==> src/rtl/rtc_bus_pkg.sv <==
// Shared definitions for the RTC bus responder: register map, reset values,
// FSM encoding and small register-file helpers.
package rtc_bus_pkg;

  localparam logic [7:0] ADDR_SEG   = 8'h21;
  localparam logic [7:0] ADDR_MIN   = 8'h22;
  localparam logic [7:0] ADDR_HORA  = 8'h23;
  localparam logic [7:0] ADDR_DIA   = 8'h24;
  localparam logic [7:0] ADDR_MES   = 8'h25;
  localparam logic [7:0] ADDR_YEAR  = 8'h26;
  localparam logic [7:0] ADDR_SEGC  = 8'h41;
  localparam logic [7:0] ADDR_MINC  = 8'h42;
  localparam logic [7:0] ADDR_HORAC = 8'h43;
  localparam logic [7:0] ADDR_CMD   = 8'hF0;

  localparam logic [7:0] BCD_SEC_MAX  = 8'h59;
  localparam logic [7:0] BCD_HOUR_MAX = 8'h12;

  localparam logic [7:0] RST_SEG   = 8'h00;
  localparam logic [7:0] RST_MIN   = 8'h00;
  localparam logic [7:0] RST_HORA  = 8'h12;
  localparam logic [7:0] RST_DIA   = 8'h01;
  localparam logic [7:0] RST_MES   = 8'h01;
  localparam logic [7:0] RST_YEAR  = 8'h00;
  localparam logic [7:0] RST_CRONO = 8'h00;
  localparam logic [7:0] RST_ADDR  = 8'hFF;
  localparam logic [7:0] BUS_IDLE  = 8'hFF;

  typedef enum logic [1:0] {
    ST_IDLE,
    ST_ADDR,
    ST_WRDATA,
    ST_RDDATA
  } state_t;

  typedef struct packed {
    logic [7:0] seg;
    logic [7:0] min;
    logic [7:0] hora;
    logic [7:0] dia;
    logic [7:0] mes;
    logic [7:0] year;
    logic [7:0] segc;
    logic [7:0] minc;
    logic [7:0] horac;
  } rtc_regs_t;

  localparam rtc_regs_t REGS_RST = '{
    seg:   RST_SEG,
    min:   RST_MIN,
    hora:  RST_HORA,
    dia:   RST_DIA,
    mes:   RST_MES,
    year:  RST_YEAR,
    segc:  RST_CRONO,
    minc:  RST_CRONO,
    horac: RST_CRONO
  };

  // Two-digit BCD increment; callers handle the wrap limits themselves.
  function automatic logic [7:0] bcd_inc(input logic [7:0] v);
    if (v[3:0] == 4'h9) return {v[7:4] + 4'h1, 4'h0};
    return v + 8'h01;
  endfunction

  function automatic logic [7:0] reg_read(input rtc_regs_t r, input logic [7:0] a);
    case (a)
      ADDR_SEG:   return r.seg;
      ADDR_MIN:   return r.min;
      ADDR_HORA:  return r.hora;
      ADDR_DIA:   return r.dia;
      ADDR_MES:   return r.mes;
      ADDR_YEAR:  return r.year;
      ADDR_SEGC:  return r.segc;
      ADDR_MINC:  return r.minc;
      ADDR_HORAC: return r.horac;
      ADDR_CMD:   return 8'h00;
      default:    return BUS_IDLE;
    endcase
  endfunction

  function automatic rtc_regs_t reg_write(input rtc_regs_t r, input logic [7:0] a,
                                          input logic [7:0] d);
    rtc_regs_t w;
    w = r;
    case (a)
      ADDR_SEG:   w.seg   = d;
      ADDR_MIN:   w.min   = d;
      ADDR_HORA:  w.hora  = d;
      ADDR_DIA:   w.dia   = d;
      ADDR_MES:   w.mes   = d;
      ADDR_YEAR:  w.year  = d;
      ADDR_SEGC:  w.segc  = d;
      ADDR_MINC:  w.minc  = d;
      ADDR_HORAC: w.horac = d;
      default:    ;
    endcase
    return w;
  endfunction

endpackage

==> src/rtl/bcd_time_counter.sv <==
// Next-state logic for seg/min/hora: BCD advance on tick with carry and the
// 12-hour/PM rule; a bus write to a register overrides its advanced value.
module bcd_time_counter
  import rtc_bus_pkg::*;
(
  input  logic       tick_i,
  input  logic [7:0] seg_i,
  input  logic [7:0] min_i,
  input  logic [7:0] hora_i,
  input  logic       wr_seg_i,
  input  logic       wr_min_i,
  input  logic       wr_hora_i,
  input  logic [7:0] wr_data_i,
  output logic [7:0] seg_o,
  output logic [7:0] min_o,
  output logic [7:0] hora_o
);

  logic       seg_carry;
  logic       min_carry;
  logic [7:0] seg_adv;
  logic [7:0] min_adv;
  logic [7:0] hora_adv;

  // NOTE: every combinational output gets a default first, so no path leaves
  // it unassigned and no latch is inferred.
  always_comb begin
    seg_adv   = seg_i;
    min_adv   = min_i;
    hora_adv  = hora_i;
    seg_carry = tick_i && (seg_i == BCD_SEC_MAX);
    min_carry = seg_carry && (min_i == BCD_SEC_MAX);

    if (tick_i)    seg_adv = seg_carry ? 8'h00 : bcd_inc(seg_i);
    if (seg_carry) min_adv = min_carry ? 8'h00 : bcd_inc(min_i);

    // 12 -> 01 keeps the PM flag; 11 -> 12 is where AM/PM flips.
    if (min_carry) begin
      if (hora_i[6:0] == BCD_HOUR_MAX[6:0])
        hora_adv = {hora_i[7], 7'h01};
      else if (hora_i[6:0] == 7'h11)
        hora_adv = {~hora_i[7], BCD_HOUR_MAX[6:0]};
      else
        hora_adv = bcd_inc({1'b0, hora_i[6:0]}) | {hora_i[7], 7'h00};
    end

    seg_o  = wr_seg_i  ? wr_data_i : seg_adv;
    min_o  = wr_min_i  ? wr_data_i : min_adv;
    hora_o = wr_hora_i ? wr_data_i : hora_adv;
  end

endmodule

==> src/rtl/rtc_bus_responder.sv <==
// Chip-side responder for the multiplexed RTC bus: register file with a
// read-side snapshot, BCD time-of-day advance on tick, and a strobe FSM.
module rtc_bus_responder
  import rtc_bus_pkg::*;
#(
  parameter bit          TICK_EN = 1'b1,
  parameter int unsigned RD_LAT  = 1
) (
  input  logic       clock,
  input  logic       reset,
  input  logic       ad,
  input  logic       cs,
  input  logic       wr,
  input  logic       rd,
  input  logic [7:0] ADin,
  input  logic       tick,
  output logic [7:0] ADout,
  output logic       oe
);

  localparam logic [2:0] RD_LAT_W = 3'(RD_LAT);

  logic       cs_q, ad_q, wr_q, rd_q, wr_prev_q;
  logic [7:0] adin_q;
  logic       wr_rise;

  // NOTE: sequential state uses non-blocking assignments so every flop samples
  // the pre-edge value of its neighbours, independent of statement order.
  always_ff @(posedge clock or negedge reset) begin
    if (!reset) begin
      cs_q      <= 1'b1;
      ad_q      <= 1'b0;
      wr_q      <= 1'b1;
      rd_q      <= 1'b1;
      wr_prev_q <= 1'b1;
      adin_q    <= 8'h00;
    end else begin
      cs_q      <= cs;
      ad_q      <= ad;
      wr_q      <= wr;
      rd_q      <= rd;
      wr_prev_q <= wr_q;
      adin_q    <= ADin;
    end
  end

  assign wr_rise = wr_q && !wr_prev_q;

  state_t     state_q, state_d;
  logic [7:0] addr_q, addr_d;
  logic [2:0] rd_cnt_q, rd_cnt_d;
  logic [7:0] adout_q, adout_d;
  logic       oe_q, oe_d;
  logic       wr_en;
  logic       snap;
  logic       load_rd;
  rtc_regs_t  regs_q, regs_d;
  rtc_regs_t  shadow_q, shadow_d;

  always_comb begin
    state_d  = state_q;
    addr_d   = addr_q;
    rd_cnt_d = rd_cnt_q;
    adout_d  = adout_q;
    oe_d     = oe_q;
    wr_en    = 1'b0;
    snap     = 1'b0;
    load_rd  = 1'b0;

    if (!wr_q && !rd_q) begin
      state_d = ST_IDLE;
      adout_d = BUS_IDLE;
      oe_d    = 1'b0;
    end else begin
      unique case (state_q)
        ST_IDLE: begin
          if (!cs_q && !wr_q) begin
            state_d = ad_q ? ST_WRDATA : ST_ADDR;
          end else if (!cs_q && ad_q && !rd_q) begin
            state_d  = ST_RDDATA;
            rd_cnt_d = 3'd1;
            load_rd  = (RD_LAT_W == 3'd1);
          end
        end
        ST_ADDR: begin
          if (cs_q) begin
            state_d = ST_IDLE;
          end else if (wr_rise) begin
            addr_d  = adin_q;
            snap    = (adin_q == ADDR_CMD);
            state_d = ST_IDLE;
          end
        end
        ST_WRDATA: begin
          if (cs_q) begin
            state_d = ST_IDLE;
          end else if (wr_rise) begin
            wr_en   = 1'b1;
            state_d = ST_IDLE;
          end
        end
        ST_RDDATA: begin
          if (cs_q || rd_q) begin
            state_d = ST_IDLE;
            adout_d = BUS_IDLE;
            oe_d    = 1'b0;
          end else if (!oe_q) begin
            rd_cnt_d = rd_cnt_q + 3'd1;
            load_rd  = (rd_cnt_d == RD_LAT_W);
          end
        end
        default: state_d = ST_IDLE;
      endcase
    end

    // Read data is captured once and held, so a tick mid-read cannot glitch it.
    if (load_rd) begin
      adout_d = reg_read(shadow_q, addr_q);
      oe_d    = 1'b1;
    end
  end

  always_ff @(posedge clock or negedge reset) begin
    if (!reset) begin
      state_q  <= ST_IDLE;
      addr_q   <= RST_ADDR;
      rd_cnt_q <= 3'd0;
      adout_q  <= BUS_IDLE;
      oe_q     <= 1'b0;
    end else begin
      state_q  <= state_d;
      addr_q   <= addr_d;
      rd_cnt_q <= rd_cnt_d;
      adout_q  <= adout_d;
      oe_q     <= oe_d;
    end
  end

  logic [7:0] seg_next, min_next, hora_next;

  bcd_time_counter u_time (
    .tick_i    (tick && TICK_EN),
    .seg_i     (regs_q.seg),
    .min_i     (regs_q.min),
    .hora_i    (regs_q.hora),
    .wr_seg_i  (wr_en && (addr_q == ADDR_SEG)),
    .wr_min_i  (wr_en && (addr_q == ADDR_MIN)),
    .wr_hora_i (wr_en && (addr_q == ADDR_HORA)),
    .wr_data_i (adin_q),
    .seg_o     (seg_next),
    .min_o     (min_next),
    .hora_o    (hora_next)
  );

  // Writes land in both copies so readback is immediate; the snapshot copies
  // the live set as it stood before this cycle's tick.
  always_comb begin
    regs_d   = regs_q;
    shadow_d = shadow_q;
    if (snap) shadow_d = regs_q;
    if (wr_en) begin
      regs_d   = reg_write(regs_q, addr_q, adin_q);
      shadow_d = reg_write(shadow_q, addr_q, adin_q);
    end
    regs_d.seg  = seg_next;
    regs_d.min  = min_next;
    regs_d.hora = hora_next;
  end

  // NOTE: the register file is nine flop bytes with defined power-on values,
  // so it takes the async reset like any other state; it is not a RAM.
  always_ff @(posedge clock or negedge reset) begin
    if (!reset) begin
      regs_q   <= REGS_RST;
      shadow_q <= REGS_RST;
    end else begin
      regs_q   <= regs_d;
      shadow_q <= shadow_d;
    end
  end

  assign ADout = adout_q;
  assign oe    = oe_q;

endmodule

==> config.mk <==
export PLATFORM = sky130hd
export DESIGN_NAME = rtc_bus_responder
export DESIGN_NICKNAME = d
export VERILOG_FILES = /design/src/rtl/rtc_bus_pkg.sv /design/src/rtl/bcd_time_counter.sv /design/src/rtl/rtc_bus_responder.sv
export SDC_FILE = /design/constraint.sdc
export NUM_CORES = 1
export LEC_CHECK = 0
export BUFFER_PORTS_ARGS = -buffer_cell sky130_fd_sc_hd__buf_2
export CAP_MARGIN = 20
export CORE_MARGIN = 10
export CORE_UTILIZATION = 44
export DETAILED_ROUTE_END_ITERATION = 8
export PLACE_DENSITY = 0.58
export SYNTH_ARGS = -nofsm -noshare
export SYNTH_HDL_FRONTEND = slang
export SYNTH_SLANG_ARGS = --single-unit
==> constraint.sdc <==
create_clock -name clock -period 3.7 [get_ports clock]
set_input_delay 1.11 -clock clock [delete_from_list [all_inputs] [get_ports clock]]
set_output_delay 1.11 -clock clock [all_outputs]
set_load 0.02 [all_outputs]
==> impl_metrics.env, run 1 <==
export IMPL_run_status="finished clean"
export IMPL_cts_root_buf="sky130_fd_sc_hd__clkbuf_16"
export IMPL_total_power_w=0.005546
export IMPL_fmax_mhz=361.5
export IMPL_worst_pin_slew_ps=776.5
export IMPL_area_delta_synth_final_pct=9.986
export IMPL_use_met2=0.2807
export IMPL_die_x_um=163.0
export IMPL_final_hold_violation_count=0
export IMPL_ys_seq_area_frac=0.5018
export IMPL_reg2reg_depth=5
export IMPL_drt_initial_drc_count=480
export IMPL_initial_core_utilization=0.4460
export IMPL_ff_latch_count_synth=179
export IMPL_worst_slew_margin_rel=0.4776
export IMPL_yosysWarningCount=0
export IMPL_dpl_worst_slack_ps=740.8
export IMPL_inst_count_dp=1151
export IMPL_postSynthNetCount=932
export IMPL_min_path_cells=0
export IMPL_holdCritPathClass="register to register"
export IMPL_synth_cells=901
export IMPL_ctsHtreeMaxLevel=4
export IMPL_yosysTopAreaCellShare=0.4200
export IMPL_netlist_area_mm2=0.008996
export IMPL_syn_avg_cell_area_um2=9.985
export IMPL_core_area_mm2=0.02017
export IMPL_clk_transition_reported_paths_ps=70
export IMPL_grt_pass1_vias=6631
export IMPL_cts_repair_resized=0
export IMPL_place_congestion=0.8734
export IMPL_grtUsageTotal=0.1848
export IMPL_path_class="register to register"
export IMPL_global_route_peak_usage_layer="met2"
export IMPL_cellLeakagePower_nw=4.305
export IMPL_timing_final_ws_setup_ps=933.7
export IMPL_yosysUniqueCellTypes=71
export IMPL_irDropWorstVdd_mv=0.3595
export IMPL_antenna_violations_before_repair=0
export IMPL_num_nets_final=931
export IMPL_fp_dieArea_mm2=0.02657
export IMPL_reg2reg_to="shadow_q[12]$_DFFE_PN0P_"
export IMPL_timing_final_setup_violations=0
export IMPL_num_fill_cells=1891
export IMPL_drt_antenna_net_count=0
export IMPL_finalNonFillerCells=1183
export IMPL_skew_ps=12.76
export IMPL_fin_crit_sh=0.7477
export IMPL_grt_overflow=0
export IMPL_mostFrequentLayoutCells="151 x sky130_fd_sc_hd__dfrtp_1, 150 x sky130_fd_sc_hd__a21oi_1, 91 x sky130_fd_sc_hd__nor2_1"
export IMPL_tritoncts="yes"
export IMPL_drive_above_1_share=0.1972
export IMPL_max_cap_viol_count=0
export IMPL_timing_rr_start="addr_q[6]$_DFFE_PN1P_"
export IMPL_critical_path_endpoint_type="register"
export IMPL_drt_total_wl_mm=23.65
export IMPL_ys_flop_type="sky130_fd_sc_hd__dfrtp_1"
export IMPL_postCtsHoldBufs=0
export IMPL_detail_route_first_pass_iterations=6
export IMPL_drc=0
export IMPL_place_hpwl_mm=15.71
export IMPL_drt_vias_per_instance=5.628
export IMPL_max_clock_path_buffers=2
export IMPL_dieHeight_um=163.0
export IMPL_asyncSetResetFlopFracSynth=1.000
export IMPL_use_met3=0.03059
export IMPL_num_vias=6658
export IMPL_cts_buffers_inserted=17
export IMPL_rsz0062_at_grt="no"
export IMPL_cts_sink_count=179
export IMPL_cts_setup_buffers=0
export IMPL_port_buffers=23
export IMPL_grt_max_degree=85
export IMPL_grt_pass1_wl_mm=38.05
export IMPL_setup_total_negative_slack_ps=0
export IMPL_hp_start="wr_q$_DFF_PN1_"
export IMPL_num_antenna_cells=0
export IMPL_number_of_flops_mapped_to_enable_cells_by_yosys=0
export IMPL_synth_top_cells_by_area="sky130_fd_sc_hd__dfrtp_1 42%, sky130_fd_sc_hd__a21oi_1 8.3%, sky130_fd_sc_hd__dfstp_2 8.2%"
export IMPL_met1_usage=0.2621
export IMPL_worst_ep_required_time_ps=4050
export IMPL_critPathArrivalTime_ps=3120
export IMPL_detail_route_wl_per_cell_um=19.99
export IMPL_path_max_fanout=16
export IMPL_startpoint_type="register"
export IMPL_holdPathEnd="wr_prev_q$_DFF_PN1_"
export IMPL_worstSkewPairLatency_ps=440
export IMPL_design_portCount=24
export IMPL_mostFrequentLayoutCell="sky130_fd_sc_hd__dfrtp_1"
export IMPL_synth_largest_area_cell="sky130_fd_sc_hd__dfrtp_1"
export IMPL_worst_r2r_setup_slack_ps=930
export IMPL_core_rowCount=52
export IMPL_drv_slew=0
export IMPL_power_density_cell_area_mw_per_mm2=560.5
export IMPL_timing_final_crit_period_ps=2766
-- through the flow --
stage	hold slack (ps)	util	cell area, um^2
2_1_floorplan	358.8	-	8996
3_3_place_gp	452.7	0.4620	9319
3_5_place_dp	454.1	0.4620	9319
4_1_cts	466.5	0.4906	9894
5_1_grt	482.9	0.4906	9894
6_report	461.1	0.4906	9894
-- worst max-delay path, cell delays in order, from the launching register on --
cell and delay [ps]:
sky130_fd_sc_hd__dfstp_2 580, sky130_fd_sc_hd__or4b_1 650, sky130_fd_sc_hd__or3b_1 650, sky130_fd_sc_hd__nand2b_1 580, sky130_fd_sc_hd__nor2_1 80, sky130_fd_sc_hd__a21oi_1 140
-- per-layer routing --
layer / vias up / wire length [um]
li1: 3215 / -
met1: 3251 / 11270
met2: 160 / 10810
met3: 32 / 1061
met4: 0 / 500
met5: - / 0
-- where the power goes --
group | leakage, nW | switching, W | internal (W) | total, W
Sequential | 2.29 | 0.000347 | 0.00222 | 0.00257
Clock | 0.273 | 0.000793 | 0.000987 | 0.00178
Combinational | 1.74 | 0.000672 | 0.000527 | 0.00120
-- synthesized netlist by cell type, drive strengths merged (4+ instances only) --
cell and n:
nor3 10, mux2i 13, dfrtp 151, nor2 95, nand2 73, xnor2 4
buf 35, clkbuf 27, a22oi 18, and2 8, o22ai 10, a31o 4
a2bb2oi 8, o21a 4, ha 16, mux2 58, nor4b 4, a31oi 10
nand2b 9, dfstp 28, nand3 17, inv 16, a21oi 152, nor2b 10
o21ai 68
-- registers in the layout (all words and copies together), names as in the netlist --
register	cells
shadow_q	72
oe	1
state_q	2
cs_q	1
adin_q	8
regs_q	72
rd_cnt_q	3
ad_q	1
ADout	8
rd_q	1
wr_prev_q	1
wr_q	1
addr_q	8
-- worst max path at each step --
stage	depth (start not counted)	slack (ps)	start	endpoint
3_5_place_dp	6	740	tick	regs_q[54]$_DFFE_PN0P_
6_report	5	930	addr_q[6]$_DFFE_PN1P_	shadow_q[12]$_DFFE_PN0P_
5_1_grt	5	690	addr_q[6]$_DFFE_PN1P_	shadow_q[11]$_DFFE_PN0P_
2_1_floorplan	6	1380	tick	regs_q[55]$_DFFE_PN0P_
4_1_cts	5	940	addr_q[6]$_DFFE_PN1P_	shadow_q[12]$_DFFE_PN0P_
3_3_place_gp	6	770	tick	regs_q[54]$_DFFE_PN0P_
-- logic make-up after synthesis --
group	Yosys count	share of synthesized area
buffers and inverters	78	0.04395
AOI/OAI and AO/OA	298	0.1912
adders and majority gates	16	0.02225
muxes	71	0.09458
xor gates and xnor gates	5	0.004868
and+or+nand+nor	254	0.1413
DFF	179	0.5018
-- final cells by class --
class                           instances  area, um^2  share of cell area
Inverter                               16       60.06            0.006070
Tap cell                              270       337.8             0.03414
Timing Repair Buffer                   42       291.5             0.02946
Multi-Input combinational cell        644        4115              0.4159
Clock inverter                         10       101.3             0.01024
Sequential cell                       179        4514              0.4562
Clock buffer                           22       474.2             0.04793
Note: power is estimated with default switching activity, not from simulation.
==> inputs of run 2 (changes only) <==
--- a/config.mk
+++ b/config.mk
@@ -10,7 +10,7 @@
 export CORE_MARGIN = 10
 export CORE_UTILIZATION = 44
 export DETAILED_ROUTE_END_ITERATION = 8
-export PLACE_DENSITY = 0.58
+export PLACE_DENSITY = 0.6
 export SYNTH_ARGS = -nofsm -noshare
 export SYNTH_HDL_FRONTEND = slang
 export SYNTH_SLANG_ARGS = --single-unit
==> constraint.sdc (replaced) <==
create_clock -name clock -period 2.39 [get_ports clock]
set_input_delay 0.717 -clock clock [delete_from_list [all_inputs] [get_ports clock]]
set_output_delay 0.717 -clock clock [all_outputs]
set_load 0.02 [all_outputs]
==> run 2 against run 1 <==
Effect of this change:
- setup slack lost 870 ps
- clock skew shrank 1.0 ps
- clock-buffer cell count shrank 1
- critical endpoint is now shadow_q[21]$_DFFE_PN0P_
- largest power group unchanged
- highest routed layer unchanged
==> impl_metrics.env, run 2 (same netlist as run 1, synthesis figures left out) <==
export IMPL_max_cap_viol_count=0
export IMPL_critical_path_endpoint_type="register"
export IMPL_startpoint_type="register"
export IMPL_die_x_um=163.0
export IMPL_design_portCount=24
export IMPL_skew_ps=11.72
export IMPL_cellLeakagePower_nw=4.599
export IMPL_num_vias=6965
export IMPL_place_congestion=0.8924
export IMPL_worst_slew_margin_rel=0.5421
export IMPL_drt_initial_drc_count=631
export IMPL_cts_sink_count=179
export IMPL_num_nets_final=984
export IMPL_holdCritPathClass="primary input to async pin"
export IMPL_timing_final_crit_period_ps=2323
export IMPL_worst_ep_required_time_ps=2740
export IMPL_drc=0
export IMPL_clk_transition_reported_paths_ps=70
export IMPL_initial_core_utilization=0.4460
export IMPL_timing_final_setup_violations=0
export IMPL_grt_pass1_vias=6685
export IMPL_cts_root_buf="sky130_fd_sc_hd__clkbuf_16"
export IMPL_fmax_mhz=430.5
export IMPL_run_status="finished clean"
export IMPL_detail_route_wl_per_cell_um=19.77
export IMPL_port_buffers=23
export IMPL_critPathArrivalTime_ps=2680
export IMPL_drt_total_wl_mm=24.46
export IMPL_mostFrequentLayoutCells="151 x sky130_fd_sc_hd__dfrtp_1, 148 x sky130_fd_sc_hd__a21oi_1, 91 x sky130_fd_sc_hd__nor2_1"
export IMPL_grt_pass1_wl_mm=38.49
export IMPL_grt_overflow=0
export IMPL_fin_crit_sh=0.9718
export IMPL_reg_largest_list="regs_q (72), shadow_q (72)"
export IMPL_drive_above_1_share=0.2464
export IMPL_worst_pin_slew_ps=677.3
export IMPL_drt_antenna_net_count=0
export IMPL_dpl_worst_slack_ps=-70.23
export IMPL_ctsHtreeMaxLevel=4
export IMPL_grtUsageTotal=0.1868
export IMPL_final_hold_violation_count=0
export IMPL_setup_total_negative_slack_ps=0
export IMPL_num_fill_cells=1883
export IMPL_drt_vias_per_instance=5.631
export IMPL_place_hpwl_mm=16.80
export IMPL_tritoncts="yes"
export IMPL_irDropWorstVdd_mv=0.5150
export IMPL_cts_buffers_inserted=17
export IMPL_fp_dieArea_mm2=0.02657
export IMPL_core_area_mm2=0.02017
export IMPL_dieHeight_um=163.0
export IMPL_power_density_cell_area_mw_per_mm2=853.3
export IMPL_rsz0062_at_grt="yes"
export IMPL_drv_slew=0
export IMPL_mostFrequentLayoutCell="sky130_fd_sc_hd__dfrtp_1"
export IMPL_fin_hold_ws_ps=215.5
export IMPL_antenna_violations_before_repair=0
export IMPL_area_delta_synth_final_pct=15.63
export IMPL_worstSkewPairLatency_ps=440
export IMPL_path_max_fanout=16
export IMPL_timing_final_ws_setup_ps=67.38
export IMPL_max_clock_path_buffers=2
export IMPL_core_rowCount=52
export IMPL_total_power_w=0.008876
export IMPL_detail_route_first_pass_iterations=5
export IMPL_grt_max_degree=56
export IMPL_cts_setup_buffers=0
export IMPL_path_class="register to register"
-- run 2: repair_timing --
action / in CTS / in global routing
hold buffers: 0 / 0
setup endpoints to repair: 8 / 20
gates resized for setup: 1 / 3
hold endpoints to repair: 0 / 0
pin swaps: 0 / 0
-- run 2: where the power goes --
group | switching [W] | total [W] | internal, W
clock network | 0.00126 | 0.00280 | 0.00154
registers | 0.000356 | 0.00379 | 0.00344
logic | 0.00130 | 0.00228 | 0.000982
-- run 2: metrics by stage --
step / instance area [um^2] / util / instances
2_1_floorplan: 8996 / - / 901
3_3_place_gp: 9802 / 0.4860 / 1204
3_5_place_dp: 9802 / 0.4860 / 1204
4_1_cts: 10390 / 0.5151 / 1236
5_1_grt: 10400 / 0.5156 / 1236
6_report: 10400 / 0.5158 / 1237
-- run 2: final timing paths --
check / start / cells after the start / slack [ps] / end
worst max-delay path: state_q[1]$_DFFE_PN0P_ / 8 / 70 / shadow_q[21]$_DFFE_PN0P_
worst min-delay path: reset / 1 / 220 / regs_q[50]$_DFFE_PN0P_
worst max register to register: state_q[1]$_DFFE_PN0P_ / 8 / 70 / shadow_q[21]$_DFFE_PN0P_
worst min register to register: wr_q$_DFF_PN1_ / 0 / 420 / wr_prev_q$_DFF_PN1_
max in group asynchronous: reset / 2 / 1470 / ADout[2]$_DFFE_PN1P_
min in group clock: wr / 1 / 370 / wr_q$_DFF_PN1_
-- run 2: metal layers --
layer  GRT usage  wire, um
met1      0.2676     11650
met2      0.2726     10880
met3     0.04044      1392
met4     0.06434       532
met5           0         0
-- run 2: worst max-delay path, stage by stage, from the launching register on --
cell	delay (ps)
sky130_fd_sc_hd__dfrtp_1	420
sky130_fd_sc_hd__inv_1	90
sky130_fd_sc_hd__ha_1	140
sky130_fd_sc_hd__nor4bb_2	420
sky130_fd_sc_hd__and4_1	370
sky130_fd_sc_hd__buf_4	200
sky130_fd_sc_hd__a31o_2	370
sky130_fd_sc_hd__nor2_1	80
sky130_fd_sc_hd__a21oi_1	140
-- run 2: area by class of cell --
cell class / count / area [um^2] / share of cell area
sequential: 179 / 4514 / 0.4340
multi-input combinational: 644 / 4129 / 0.3969
timing repair buffer: 95 / 774.5 / 0.07445
clock buffer: 21 / 470.5 / 0.04522
tap: 270 / 337.8 / 0.03248
clock inverter: 11 / 113.9 / 0.01095
inverter: 16 / 60.06 / 0.005773
antenna: 1 / 2.502 / 0.0002406
